## config.mk

```make
export PLATFORM = sky130hd
export DESIGN_NAME = stopwatch_control
export DESIGN_NICKNAME = d
export VERILOG_FILES = /design/src/rtl/stopwatch_control.sv
export SDC_FILE = /design/constraint.sdc
export NUM_CORES = 1
export LEC_CHECK = 0
export ABC_AREA = 1
export CORE_MARGIN = 2
export CORE_UTILIZATION = 30
export CTS_CLUSTER_DIAMETER = 200
export DETAILED_ROUTE_END_ITERATION = 8
export GPL_ROUTABILITY_DRIVEN = 0
export PLACE_DENSITY = 0.46
export SLEW_MARGIN = 20
export SYNTH_ARGS = -nofsm -noshare
export SYNTH_HDL_FRONTEND = slang
export SYNTH_SLANG_ARGS = --single-unit
```

## constraint.sdc

```tcl
create_clock -name clock -period 1.2 [get_ports clock]
set_input_delay 0.24 -clock clock [delete_from_list [all_inputs] [get_ports clock]]
set_output_delay 0.24 -clock clock [all_outputs]
set_load 0.05 [all_outputs]
```

## src/rtl/stopwatch_control.sv

```systemverilog
// stopwatch_control: button front end for the stopwatch counter/display.
// Each raw button is synchronised (2 flops), debounced and edge-detected.
// The clean press pulses drive an IDLE/RUN/PAUSE/CLR state machine that
// produces a glitch-free run level and a fixed-width active-high clear pulse.
// Optional lap-hold logic is built only when STOPWATCH_CONTROL_LAP_HOLD_EN
// is defined; otherwise lap_hold is tied low and btn_lap is ignored.
module stopwatch_control #(
    parameter int DEBOUNCE_CYCLES    = 1000000,
    parameter int CLEAR_PULSE_CYCLES = 2
) (
    input  logic       clock,
    input  logic       reset_n,
    input  logic       btn_start,
    input  logic       btn_clear,
    input  logic       btn_lap,
    output logic       run,
    output logic       clear,
    output logic       lap_hold,
    output logic [1:0] state
);

    localparam int CNT_W = $clog2(DEBOUNCE_CYCLES + 1);

`ifdef STOPWATCH_CONTROL_LAP_HOLD_EN
    localparam int NUM_BTN = 3;
`else
    localparam int NUM_BTN = 2;
`endif

    // Button index map: 0 = start, 1 = clear, 2 = lap (optional)
    logic [NUM_BTN-1:0] btn_raw;
    logic [NUM_BTN-1:0] press_vec;

    assign btn_raw[0] = btn_start;
    assign btn_raw[1] = btn_clear;
`ifdef STOPWATCH_CONTROL_LAP_HOLD_EN
    assign btn_raw[2] = btn_lap;
`else
    // Lap button has no function in this build
    logic unused_btn_lap;
    assign unused_btn_lap = btn_lap;
`endif

    genvar gi;
    generate
        for (gi = 0; gi < NUM_BTN; gi++) begin : g_btn
            logic             sync1_reg;
            logic             sync2_reg;
            logic             stable_reg;
            logic             stable_prev_reg;
            logic             press_reg;
            logic [CNT_W-1:0] cnt_reg;

            // Two-flop synchroniser for the asynchronous raw button
            always_ff @(posedge clock or negedge reset_n) begin
                if (!reset_n) begin
                    sync1_reg <= 1'b0;
                    sync2_reg <= 1'b0;
                end else begin
                    sync1_reg <= btn_raw[gi];
                    sync2_reg <= sync1_reg;
                end
            end

            // Debounce: stable value flips only after DEBOUNCE_CYCLES consecutive mismatching cycles
            always_ff @(posedge clock or negedge reset_n) begin
                if (!reset_n) begin
                    stable_reg <= 1'b0;
                    cnt_reg    <= '0;
                end else if (sync2_reg == stable_reg) begin
                    cnt_reg <= '0;
                end else if (cnt_reg == CNT_W'(DEBOUNCE_CYCLES - 1)) begin
                    stable_reg <= sync2_reg;
                    cnt_reg    <= '0;
                end else begin
                    cnt_reg <= cnt_reg + CNT_W'(1);
                end
            end

            // Press detect: one-cycle registered pulse on a 0->1 of the stable value
            always_ff @(posedge clock or negedge reset_n) begin
                if (!reset_n) begin
                    stable_prev_reg <= 1'b0;
                    press_reg       <= 1'b0;
                end else begin
                    stable_prev_reg <= stable_reg;
                    press_reg       <= stable_reg & ~stable_prev_reg;
                end
            end

            assign press_vec[gi] = press_reg;
        end
    endgenerate

    logic start_press;
    logic clear_press;
    assign start_press = press_vec[0];
    assign clear_press = press_vec[1];

    typedef enum logic [1:0] {
        IDLE  = 2'b00,
        RUN   = 2'b01,
        PAUSE = 2'b10,
        CLR   = 2'b11
    } state_t;

    state_t     state_reg;
    logic       run_reg;
    logic       clear_reg;
    logic [7:0] pulse_cnt_reg;

`ifdef STOPWATCH_CONTROL_LAP_HOLD_EN
    logic lap_press;
    logic lap_hold_reg;
    assign lap_press = press_vec[2];
`endif

    // Run/pause/clear state machine with registered outputs; presses in CLR are dropped
    always_ff @(posedge clock or negedge reset_n) begin
        if (!reset_n) begin
            state_reg     <= IDLE;
            run_reg       <= 1'b0;
            clear_reg     <= 1'b0;
            pulse_cnt_reg <= 8'd0;
`ifdef STOPWATCH_CONTROL_LAP_HOLD_EN
            lap_hold_reg  <= 1'b0;
`endif
        end else begin
            case (state_reg)
                IDLE: begin
`ifdef STOPWATCH_CONTROL_LAP_HOLD_EN
                    lap_hold_reg <= 1'b0;
`endif
                    // Clear wins over start when both arrive together
                    if (clear_press) begin
                        state_reg     <= CLR;
                        run_reg       <= 1'b0;
                        clear_reg     <= 1'b1;
                        pulse_cnt_reg <= 8'd0;
                    end else if (start_press) begin
                        state_reg <= RUN;
                        run_reg   <= 1'b1;
                    end
                end
                RUN: begin
                    // Clear is ignored while counting; start alone decides
                    if (start_press) begin
                        state_reg <= PAUSE;
                        run_reg   <= 1'b0;
                    end
`ifdef STOPWATCH_CONTROL_LAP_HOLD_EN
                    if (lap_press) begin
                        lap_hold_reg <= ~lap_hold_reg;
                    end
`endif
                end
                PAUSE: begin
                    if (clear_press) begin
                        state_reg     <= CLR;
                        run_reg       <= 1'b0;
                        clear_reg     <= 1'b1;
                        pulse_cnt_reg <= 8'd0;
                    end else if (start_press) begin
                        state_reg <= RUN;
                        run_reg   <= 1'b1;
                    end
`ifdef STOPWATCH_CONTROL_LAP_HOLD_EN
                    // Lap in pause can only release the hold; clear entry also drops it
                    if (clear_press || lap_press) begin
                        lap_hold_reg <= 1'b0;
                    end
`endif
                end
                CLR: begin
`ifdef STOPWATCH_CONTROL_LAP_HOLD_EN
                    lap_hold_reg <= 1'b0;
`endif
                    if (pulse_cnt_reg == 8'(CLEAR_PULSE_CYCLES - 1)) begin
                        state_reg     <= IDLE;
                        clear_reg     <= 1'b0;
                        pulse_cnt_reg <= 8'd0;
                    end else begin
                        pulse_cnt_reg <= pulse_cnt_reg + 8'd1;
                    end
                end
                default: begin
                    state_reg     <= IDLE;
                    run_reg       <= 1'b0;
                    clear_reg     <= 1'b0;
                    pulse_cnt_reg <= 8'd0;
                end
            endcase
        end
    end

    assign run   = run_reg;
    assign clear = clear_reg;
    assign state = state_reg;

`ifdef STOPWATCH_CONTROL_LAP_HOLD_EN
    assign lap_hold = lap_hold_reg;
`else
    assign lap_hold = 1'b0;
`endif

endmodule

```

**Word level (Yosys, flattened, before mapping)**

Index checks and enable logic that the tools add are counted.

- Register bits: 62
- Bits of input ports: 5
- Output and inout bits: 5
- Word-level logic and storage cells: 66

- Bitwise gates (word level): 6
- Reductions and logical operators: 10
- Add/sub/neg operators: 3
- Mux-type cells: 19
- Equality and inequality tests: 12

Operators by type and width:

| kind | count |
|---|---|
| $mux W20 | 4 |
| $add A20 B1 Y20 const B | 2 |
| $eq A20 B20 Y1 const B | 2 |
| $mux W8 | 2 |
| $pmux W8 S2 | 1 |
| $reduce_and A3 Y1 | 3 |
| $add A8 B1 Y8 const B | 1 |
| $eq A8 B1 Y1 const B | 1 |
| $mux W2 | 4 |
| $pmux W2 S3 | 1 |
| $reduce_and A2 Y1 | 3 |
| $mux W1 | 5 |
| $eq A2 B2 Y1 const B | 2 |
| $ne A2 B2 Y1 const B | 2 |
| $not A1 Y1 | 4 |
| $pmux W1 S2 | 2 |
| $reduce_bool A2 Y1 | 2 |
| $ne A3 B1 Y1 const B | 1 |
| $and A1 B1 Y1 | 2 |
| $eq A1 B1 Y1 | 2 |
| $eq A2 B1 Y1 const B | 1 |
| $logic_not A2 Y1 | 1 |
| $ne A2 B1 Y1 const B | 1 |
| $reduce_or A2 Y1 | 1 |

**Logic depth before layout (Yosys ltp)**

Gate-level depths: netlist (run 1).

- Word-level depth: 4
- Mapped depth: 9
- Gate-level depth less buffers: 9

**Worst setup path after synthesis (run 1)**

OpenSTA, ideal clock, no wires.

- Path kind: register to register
- Start: register state_reg[0] (netlist: state[0])
- End: register state_reg[1] (netlist: state[1])
- Path slack: -0.268 ns
- Path buffers: 0
- Arrival: 1.343 ns
- Stages on the path, launching flop included: 8
- Cell sequence: dfrtp_1 > nand2_2 > nand2_2 > inv_2 > nand2_1 > nand2_1 > nand2_1 > o21ai_1

- Cells in the longest elaborated chain, start to end: 4
- Elaborated cells on any way between the ends: 10
- Those cells by class: 6 x eq/ne; 1 x mux; 3 x reduce/logical

RTL lines:

| item | line | RTL |
|---|---|---|
| start, declared | 107 | `state_t state_reg;` |
| start signal, assigned | 121 | `state_reg <= IDLE;` |
| start signal, assigned | 136 | `state_reg <= CLR;` |
| start signal, assigned | 141 | `state_reg <= RUN;` |
| $eq A2 B2 Y1 or $logic_not A2 Y1 (tied branches) | 129 | `case (state_reg)` |
| $reduce_or A2 Y1 (no line) | n/a |  |
| $ne A3 B1 Y1 (no line) | n/a |  |
| $reduce_and A3 Y1 (no line) | n/a |  |

Parallel ways exist; a longest one is shown, timed or not.
A chain may end at the register's enable or synchronous reset.

**Final worst setup path (run 1)**

- Start: register g_btn[1].cnt_reg[10]
- End: register g_btn[1].cnt_reg[16]

- Cells in the longest elaborated chain, start to end: 3
- Elaborated cells on any way between the ends: 4
- Those cells by class: 1 x add/sub; 1 x eq/ne; 2 x mux

RTL lines:

| item | line | RTL |
|---|---|---|
| start, declared | 52 | `logic [CNT_W-1:0] cnt_reg;` |
| start signal, assigned | 76 | `cnt_reg <= cnt_reg + CNT_W'(1);` |
| $add A20 B1 Y20 or $eq A20 B20 Y1 (tied branches) | 76, 72 |  |
| $mux W20 (*) | 72 | `end else if (cnt_reg == CNT_W'(DEBOUNCE_CYCLES - 1)) begin` |
| $mux W20 (*) | 70 | `end else if (sync2_reg == stable_reg) begin` |

Every way passes the cells marked *; elsewhere a longest branch is shown, timed or not.

==> impl_metrics.yaml, run 1 <==
routing:
  ant_nets: 0
  viasPerCell: 4.46
  drt-pass1-iter-count: 4
  drc: 0
  wl_per_cell_um: 12.3
  vias: 2927
  drt-initial-drc-count: 130
  wl_mm: 8.10
timing:
  rsz0062_at_grt: "true"
  fin_crit_sh_pct: 111
  hold_viol_final: 0
  final_max_slew_viol_count: 0
  clock.fmax_mhz: 754
  setup_viol: 44
  skew_ns: 0.0143
  finalWorstSetupSlack_ns: -0.126
  fin_crit_ns: 1.33
status:
  status: "complete, but fails checks"
  violations: "negative setup slack"
synthesis:
  yosys_warnings: 0
  synth_area_um2: 3310
  syn_avg_cell_area_um2: 8.20
  ys_types: 35
  synth_nets: 413
  ys_ff_latch: 62
  netlist_instances: 404
  ys_seq_area_share_pct: 46.8
hold_path:
  hold_class: "in -> reg"
clocking:
  cts_root_buffer: "clkbuf_8"
  numCtsBuffers: 9
  cts.sinks: 62
  clk_pin_slew_worst_paths_ns: 0.09
  clkLatencyLatePin_ns: 0.36
  cts_tree: "done"
  clockBufferDepth: 2
  htreeDepth: 3
floorplan:
  chipWidth_um: 109
  core_area_um2: 10800
  ios: 10
  die_h_um: 109
  num_rows: 38
  initial_core_util_pct: 30.7
  fp.dieArea_um2: 11900
cells_and_area:
  diodes: 0
  final_core_util_pct: 45.9
  n_fill_cell: 1040
  fin_area_um2: 4950
  nets: 520
  final_common_cell: "buf_4"
  multi_input_area_um2: 2020
  largest_reg_flops: 40
  syn_to_final_growth_pct: 49.4
  seq_area_um2: 1560
  drive_gt1_share_pct: 44.4
  final_cell_mix: "83 x buf_4, 60 x nor2_1, 55 x dfrtp_1, 50 x nand2_1, 36 x inv_1"
job:
  drv_cap: 0
global_route:
  grt_use_met2_pct: 24.4
  grt_max_degree: 63
  grt_use_total_pct: 15.0
  met3_usage_pct: 3.95
  antenna_found_initial: 0
  top_usage_layer: "met2"
  met1_usage_pct: 19.1
  overflow: 0
  grt_pass1_vias: 2959
  grt_pass1_wl_mm: 13.7
placement:
  portBuffers: 7
  dp.final_hpwl_mm: 5.40
  post-place-ws_ns: -0.162
  dpl_cell_area_um2: 4150
setup_path:
  cp-start-kind: "register"
  crit_path_end_kind: "register"
  critical_path_class: "reg -> reg"
  cp_data_required_time_ns: 1.49
  worstPathMaxFanout: 3
  cp.arrival_ns: 1.62
power:
  irDropWorstVdd_mv: 0.562
  powerDensity_nw_per_um2: 822
  total_leakage_power_nw: 2.16
metal layers:
| layer | vias up | part of all wire [%] |
|---|---|---|
| li1 | 1493 | - |
| met1 | 1391 | 47 |
| met2 | 32 | 49 |
| met3 | 11 | 2.8 |
| met4 | 0 | 1.4 |
| met5 | - | 0 |
logic make-up (layout without fill, tap and decap cells):
family                   count (synthesis)  count (layout)  synth area share [%]
AO/OA/AOI/OAI                           23              23                  4.08
XOR/XNOR                                27              27                  7.36
adder cells (fa/ha/maj)                  4               4                  1.51
buffers and inverters                   49             161                  5.74
flip-flops                              62              62                  46.8
other                                    1               1                 0.113
AND/OR/NAND/NOR                        238             238                  34.4
where the power goes:
group | switching (W) | internal [W] | total, W
clock network | 0.000972 | 0.000772 | 0.00174
registers | 0.0000242 | 0.00211 | 0.00213
logic | 0.000121 | 0.0000728 | 0.000193
final timing paths:
kind / slack, ns / from / depth (start not counted) / end
setup / recovery: -0.13 / g_btn[1].cnt_reg[10]$_DFF_PN0_ / 8 / g_btn[1].cnt_reg[16]$_DFF_PN0_
hold / removal: 0.32 / btn_start / 1 / g_btn[0].sync1_reg$_DFF_PN0_
setup reg to reg: -0.13 / g_btn[1].cnt_reg[10]$_DFF_PN0_ / 8 / g_btn[1].cnt_reg[16]$_DFF_PN0_
hold reg to reg: 0.35 / g_btn[0].sync1_reg$_DFF_PN0_ / 0 / g_btn[0].sync2_reg$_DFF_PN0_
max in group asynchronous: 0.47 / reset_n / 3 / g_btn[1].cnt_reg[3]$_DFF_PN0_
min in group asynchronous: 0.42 / reset_n / 3 / g_btn[0].cnt_reg[12]$_DFF_PN0_
stage by stage:
stage                     instances  hold WS, ns  power (W)   TNS, ns
after floorplan                 404      -0.0556    0.00225  -0.00746
after global placement          614        0.283    0.00233     -3.36
after detailed placement        614        0.284    0.00233     -3.70
after CTS                       641        0.302    0.00414     -2.54
after global routing            656        0.310    0.00428     -6.73
final                           656        0.322    0.00407     -2.71
synth_stat cells (all sizes together):
cell type    n  area (um2)
nor2       101         447
nand2       72         298
dfrtp       62        1550
nand3       47         260
inv         46         173
xor2        19         174
o21ai        9        45.0
xnor2        8        70.1
nor3         7        51.3
a21oi        5        28.8
nand4        5        31.3
ha           4        50.1
o22ai        4        25.0
buf          3        17.5
nand3b       2        15.0
nor3b        2        25.0
o21a         2        15.0
a31oi        1        6.26
and2         1        6.26
conb         1        3.75
o211ai       1        7.51
o31ai        1        7.51
or2          1        6.26
what timing repair did:
action / CTS / global route
hold buffers: 1 / 0
endpoints found under the hold margin: 62 / 0
pin swaps: 16 / 34
resized for setup: 48 / 63
setup buffers: 10 / 16
endpoints found under the setup margin: 49 / 55
final cells by class:
| cell class | count | area share (%) |
|---|---|---|
| Multi-Input combinational cell | 293 | 40.8 |
| Clock inverter | 7 | 1.16 |
| Sequential cell | 62 | 31.5 |
| Tap cell | 140 | 3.54 |
| Timing Repair Buffer | 99 | 16.9 |
| Inverter | 46 | 3.59 |
| Clock buffer | 9 | 2.50 |
worst max-delay path, cell delays in order (launching register included):
cell	delay (ns)
dfrtp_1	0.38
buf_4	0.13
nand2_1	0.10
nor2_2	0.19
and2_1	0.17
nand2_1	0.05
nand2_1	0.06
nand3_1	0.09
nor2_1	0.10
(Power assumes the default switching activity.)
==> run 2, diff against run 1 <==
--- a/config.mk
+++ b/config.mk
@@ -5,7 +5,7 @@
 export SDC_FILE = /design/constraint.sdc
 export NUM_CORES = 1
 export LEC_CHECK = 0
-export ABC_AREA = 1
+export ABC_AREA = 0
 export CORE_MARGIN = 2
 export CORE_UTILIZATION = 30
 export CTS_CLUSTER_DIAMETER = 200
==> impl_metrics.yaml, run 2 <==
timing:
  fin_crit_ns: 1.66
  skew_ns: 0.0132
  rsz0062_at_grt: "true"
  final_max_slew_viol_count: 0
  hold_viol_final: 0
  clock.fmax_mhz: 604
  finalWorstSetupSlack_ns: -0.455
  fin_crit_sh_pct: 138
  setup_viol: 55
  whs_ns: 0.344
status:
  violations: "negative setup slack"
  status: "complete, but fails checks"
setup_path:
  crit_path_max_incr_delay_ns: 0.41
  cp-start-kind: "register"
  crit_buf_inv: 3
  cp_data_required_time_ns: 1.42
  cp.arrival_ns: 1.87
  worstPathMaxFanout: 5
  worstPathCellList: "and4_2 > nand3_4 > buf_4 > o31ai_4 > buf_6 > clkbuf_16 > a21oi_2"
  critPathTopFamily: "buffers and inverters"
  critical_path_class: "reg -> reg"
  crit_path_end_kind: "register"
  cp_slowest_cell: "dfrtp_1"
cells_and_area:
  largest_reg_flops: 40
  fin_area_um2: 5080
  final_common_cell: "buf_4"
  drive_gt1_share_pct: 55.6
  nets: 443
  stdcell_count: 572
  diodes: 0
  final_cell_mix: "92 x buf_4, 54 x dfrtp_1, 24 x buf_6, 17 x nor2_2"
  n_fill_cell: 906
  syn_to_final_growth_pct: 68.5
floorplan:
  ios: 10
  chipWidth_um: 104
  core_area_um2: 9770
  fp.dieArea_um2: 10900
  die_h_um: 104
  num_rows: 36
  initial_core_util_pct: 30.8
placement:
  post-place-ws_ns: -0.442
  dpl_cell_area_um2: 4090
  dp_cells: 520
  dp.final_hpwl_mm: 4.96
  portBuffers: 7
synthesis:
  ys_ff_latch: 62
  syn_avg_cell_area_um2: 10.1
  ys_types: 44
  synth.top_cell.area_share_pct: 51.5
  yosysMostFrequentCell: "dfrtp_1"
  ys_seq_area_share_pct: 51.5
  ys_top_cells_by_count: "62 x dfrtp_1, 31 x nor2_1, 20 x nand2_1"
  synth_nets: 309
  synth_ff_type: "dfrtp_1"
  synth_edf_count: 0
  synth-async-reset-ratio_pct: 100
  synthTopCellsByArea: "dfrtp_1 51%, xnor2_1 4.6%, nor2_1 3.9%, nand4_1 3.3%, xor2_1 3.2%"
  synth_area_um2: 3020
  yosys.area.top_type: "dfrtp_1"
  yosys_warnings: 0
  netlist_instances: 300
hold_path:
  hold_class: "in -> reg"
clocking:
  clockBufferDepth: 2
  numCtsBuffers: 9
  clkLatencyLatePin_ns: 0.34
  cts_tree: "done"
  htreeDepth: 3
  cts.sinks: 62
  clk_pin_slew_worst_paths_ns: 0.07
  cts_root_buffer: "clkbuf_8"
routing:
  ant_nets: 0
  wl_per_cell_um: 13.4
  wl_mm: 7.65
  viasPerCell: 4.77
  vias: 2730
  drt-pass1-iter-count: 5
  drt-initial-drc-count: 55
  drc: 0
global_route:
  grt_use_total_pct: 14.4
  grt_pass1_wl_mm: 12.8
  overflow: 0
  grt_max_degree: 37
  antenna_found_initial: 0
  grt_pass1_vias: 2720
power:
  powerDensity_nw_per_um2: 904
  irDropWorstVdd_mv: 0.671
  total_leakage_power_nw: 2.19
job:
  drv_cap: 0
## run 2: cell type report
class                      count  area [um2]  area share (%)
multi-input combinational    220        1870            36.9
sequential                    62        1560            30.7
timing repair buffer         130        1210            23.7
clock buffer                  13         169            3.32
tap                          133         166            3.27
clock inverter                 3        65.1            1.28
inverter                      11        41.3           0.812
## run 2: final timing paths
path                                               start                        endpoint  slack (ns)  depth (start not counted)
setup / recovery           g_btn[0].cnt_reg[3]$_DFF_PN0_  g_btn[0].cnt_reg[15]$_DFF_PN0_       -0.46                          7
min in group asynchronous                        reset_n  g_btn[0].cnt_reg[13]$_DFF_PN0_        0.42                          3
hold / removal                                 btn_clear    g_btn[1].sync1_reg$_DFF_PN0_        0.34                          1
hold reg to reg             g_btn[1].sync1_reg$_DFF_PN0_    g_btn[1].sync2_reg$_DFF_PN0_        0.35                          0
max in group asynchronous                        reset_n  g_btn[1].cnt_reg[11]$_DFF_PN0_        0.53                          3
setup reg to reg           g_btn[0].cnt_reg[3]$_DFF_PN0_  g_btn[0].cnt_reg[15]$_DFF_PN0_       -0.46                          7
## run 2: cells by family after synthesis
family	synth area share (%)
fa+ha+maj	1.66
other cells	0.124
buf+inv	2.53
xor+xnor	7.84
simple gates	25.0
flops	51.5
compound gates	10.6
mux	0.747
## run 2: repair_timing
| action | 4_1_cts | 5_1_grt |
|---|---|---|
| hold endpoints to repair | 62 | 0 |
| gates cloned | 0 | 4 |
| endpoints found under the setup margin | 55 | 57 |
| hold buffers | 1 | 0 |
| setup buffers | 15 | 19 |
| pin swaps | 16 | 34 |
| resized for setup | 37 | 73 |
## run 2: routing by layer
layer  global-route usage [%]  share of wire [%]  up-vias  routed length (um)
met2                     23.2                 48       28                3680
met1                     19.2                 49     1337                3740
met3                     2.63                1.6       10                 126
li1                         -                  -     1355                   -
met4                     5.79                1.4        0                 104
met5                        0                  0        -                   0
## run 2: power by group
group | switching (W) | total [W] | internal [W]
Sequential | 0.0000218 | 0.00213 | 0.00211
Combinational | 0.000156 | 0.000301 | 0.000145
Clock | 0.000822 | 0.00216 | 0.00134
## run 2: through the flow
step | setup TNS (ns) | power, W | utilization (%)
6_report | -17.56 | 0.00460 | 52.0
5_1_grt | -21.39 | 0.00479 | 52.0
4_1_cts | -17.91 | 0.00460 | 47.2
3_5_place_dp | -16.86 | 0.00238 | 41.9
3_3_place_gp | -15.34 | 0.00238 | 41.9
2_1_floorplan | -14.78 | 0.00225 | -
==> run 3, diff against run 2 <==
--- a/config.mk
+++ b/config.mk
@@ -7,12 +7,13 @@
 export LEC_CHECK = 0
 export ABC_AREA = 0
 export CORE_MARGIN = 2
-export CORE_UTILIZATION = 30
+export CORE_UTILIZATION = 55
 export CTS_CLUSTER_DIAMETER = 200
 export DETAILED_ROUTE_END_ITERATION = 8
 export GPL_ROUTABILITY_DRIVEN = 0
-export PLACE_DENSITY = 0.46
+export PLACE_DENSITY = 0.73
 export SLEW_MARGIN = 20
 export SYNTH_ARGS = -nofsm -noshare
 export SYNTH_HDL_FRONTEND = slang
 export SYNTH_SLANG_ARGS = --single-unit
+export TNS_END_PERCENT = 100
==> constraint.sdc (replaced) <==
create_clock -name clock -period 2 [get_ports clock]
set_input_delay 0.4 -clock clock [delete_from_list [all_inputs] [get_ports clock]]
set_output_delay 0.4 -clock clock [all_outputs]
set_load 0.05 [all_outputs]
==> impl_metrics.yaml, run 3 (synthesized netlist as in run 2, its figures left out) <==
status:
  status: "finished, final reports clean"
hold_path:
  worstHoldStart: "g_btn[1].sync1_reg$_DFF_PN0_"
  holdPathEnd: "g_btn[1].sync2_reg$_DFF_PN0_"
  hold_depth: 0
  hold_class: "reg -> reg"
global_route:
  grt_pass1_vias: 2201
  grt_max_degree: 48
  grt_use_total_pct: 20.3
  antenna_found_initial: 0
  overflow: 0
  grt_pass1_wl_mm: 9.73
timing:
  final_max_slew_viol_count: 0
  rsz0062_at_grt: "false"
  skew_ns: 0.00928
  fin_crit_ns: 1.92
  hold_viol_final: 0
  setup_viol: 0
  fin_crit_sh_pct: 95.8
  setup_tns_ns: 0
  clock.fmax_mhz: 522
  max_slew_margin_pct: 63.0
  tightest_slew_ns: 0.550
cells_and_area:
  stdcell_count: 396
  multi_input_area_um2: 1390
  final_cell_mix: "62 x dfrtp_1, 31 x nor2_1, 20 x nand2_1"
  seq_area_um2: 1550
  n_fill_cell: 431
  diodes: 0
  final_common_cell: "dfrtp_1"
  largest_reg_flops: 40
  nets: 330
  drive_gt1_share_pct: 11.7
  syn_to_final_growth_pct: 13.5
clocking:
  cts_tree: "done"
  clkLatencyLatePin_ns: 0.34
  htreeDepth: 3
  cts_root_buffer: "clkbuf_8"
  numCtsBuffers: 9
  clockBufferDepth: 2
  clk_pin_slew_worst_paths_ns: 0.07
  cts.sinks: 62
setup_path:
  critical_path_class: "reg -> out"
  worstRegToRegCells: 4
  cp_slowest_cell: "clkdlybuf4s50_1"
  cp.arrival_ns: 1.52
  r2r_end: "g_btn[1].cnt_reg[18]$_DFF_PN0_"
  crit_path_end_kind: "output pin"
  worstPathCellList: "clkdlybuf4s50_1"
  worstPathMaxFanout: 3
  regToRegStartpoint: "g_btn[1].cnt_reg[2]$_DFF_PN0_"
  startpoint: "run$_DFFE_PN0P_"
  cp-start-kind: "register"
  cp_data_required_time_ns: 1.60
  critPathTopFamily: "buffers and inverters"
  crit_buf_inv: 1
  regToRegSetupSlack_ns: 0.13
  crit_path_max_incr_delay_ns: 0.81
routing:
  vias: 2267
  ant_nets: 0
  viasPerCell: 5.72
  drc: 0
  drt-pass1-iter-count: 6
  drt-initial-drc-count: 94
  wl_mm: 5.51
  wl_per_cell_um: 13.9
floorplan:
  num_rows: 26
  fp.dieArea_um2: 6090
  die_h_um: 78.0
  ios: 10
  core_area_um2: 5200
  initial_core_util_pct: 57.9
  chipWidth_um: 78.0
power:
  powerDensity_nw_per_um2: 720
  irDropWorstVdd_mv: 0.536
  total_leakage_power_nw: 1.44
placement:
  dp.final_hpwl_mm: 3.80
  dp_cells: 379
  portBuffers: 7
job:
  drv_cap: 0
[run 3: cell count changes in the layout (fill, tap and decap cells not counted), moves of 9 or more]
cell     previous run  this run
nor2_2             17         0
a21oi_1             7        16
nor2_1             10        31
buf_6              24         0
buf_4              92         9
[run 3: stage by stage]
stage	hold WS (ns)	worst slack, ns	power [W]	util, %	area, um2
after floorplan	0.104	0.156	0.00134	-	3020
after global placement	0.333	0.206	0.00139	61.7	3210
after detailed placement	0.337	0.164	0.00139	61.7	3210
after CTS	0.351	0.0288	0.00250	65.7	3420
after global routing	0.357	0.0331	0.00255	65.8	3420
final	0.356	0.0831	0.00246	65.8	3420
[run 3: area by class of cell]
cell class              instances  area share, %
flip-flops and latches         62           45.3
multi-input cells             220           40.5
clock buffers                  12           4.53
repair buffers                 17           4.53
well taps                      70           2.56
clock inverters                 4           1.32
inverters                      11           1.21
[run 3: per-layer routing]
layer	wire, um	vias up	track usage (%)
li1	-	1124	-
met1	2690	1099	27.1
met2	2540	36	31.9
met3	198	8	5.17
met4	72	0	8.42
met5	0	-	0
[run 3: report_power, final]
part	internal, W	switching, W
Combinational	0.0000287	0.0000576
Sequential	0.00127	0.0000142
Clock	0.000637	0.000459
Total	0.00193	0.000531
[run 3: worst max path at each step]
stage                                     end  slack (ns)  depth (start not counted)
5_1_grt        g_btn[1].cnt_reg[18]$_DFF_PN0_        0.03                          4
3_5_place_dp   g_btn[1].cnt_reg[18]$_DFF_PN0_        0.16                          4
3_3_place_gp   g_btn[1].cnt_reg[18]$_DFF_PN0_        0.21                          4
6_report                                  run        0.08                          1
4_1_cts                              state[1]        0.03                          1
2_1_floorplan  g_btn[0].cnt_reg[18]$_DFF_PN0_        0.16                          6
[run 3: repair_timing]
item,CTS,global route
hold endpoints to repair,15,0
hold buffers,1,0
buffers inserted,0,0
setup endpoints to repair,0,1
gates resized for setup,0,1
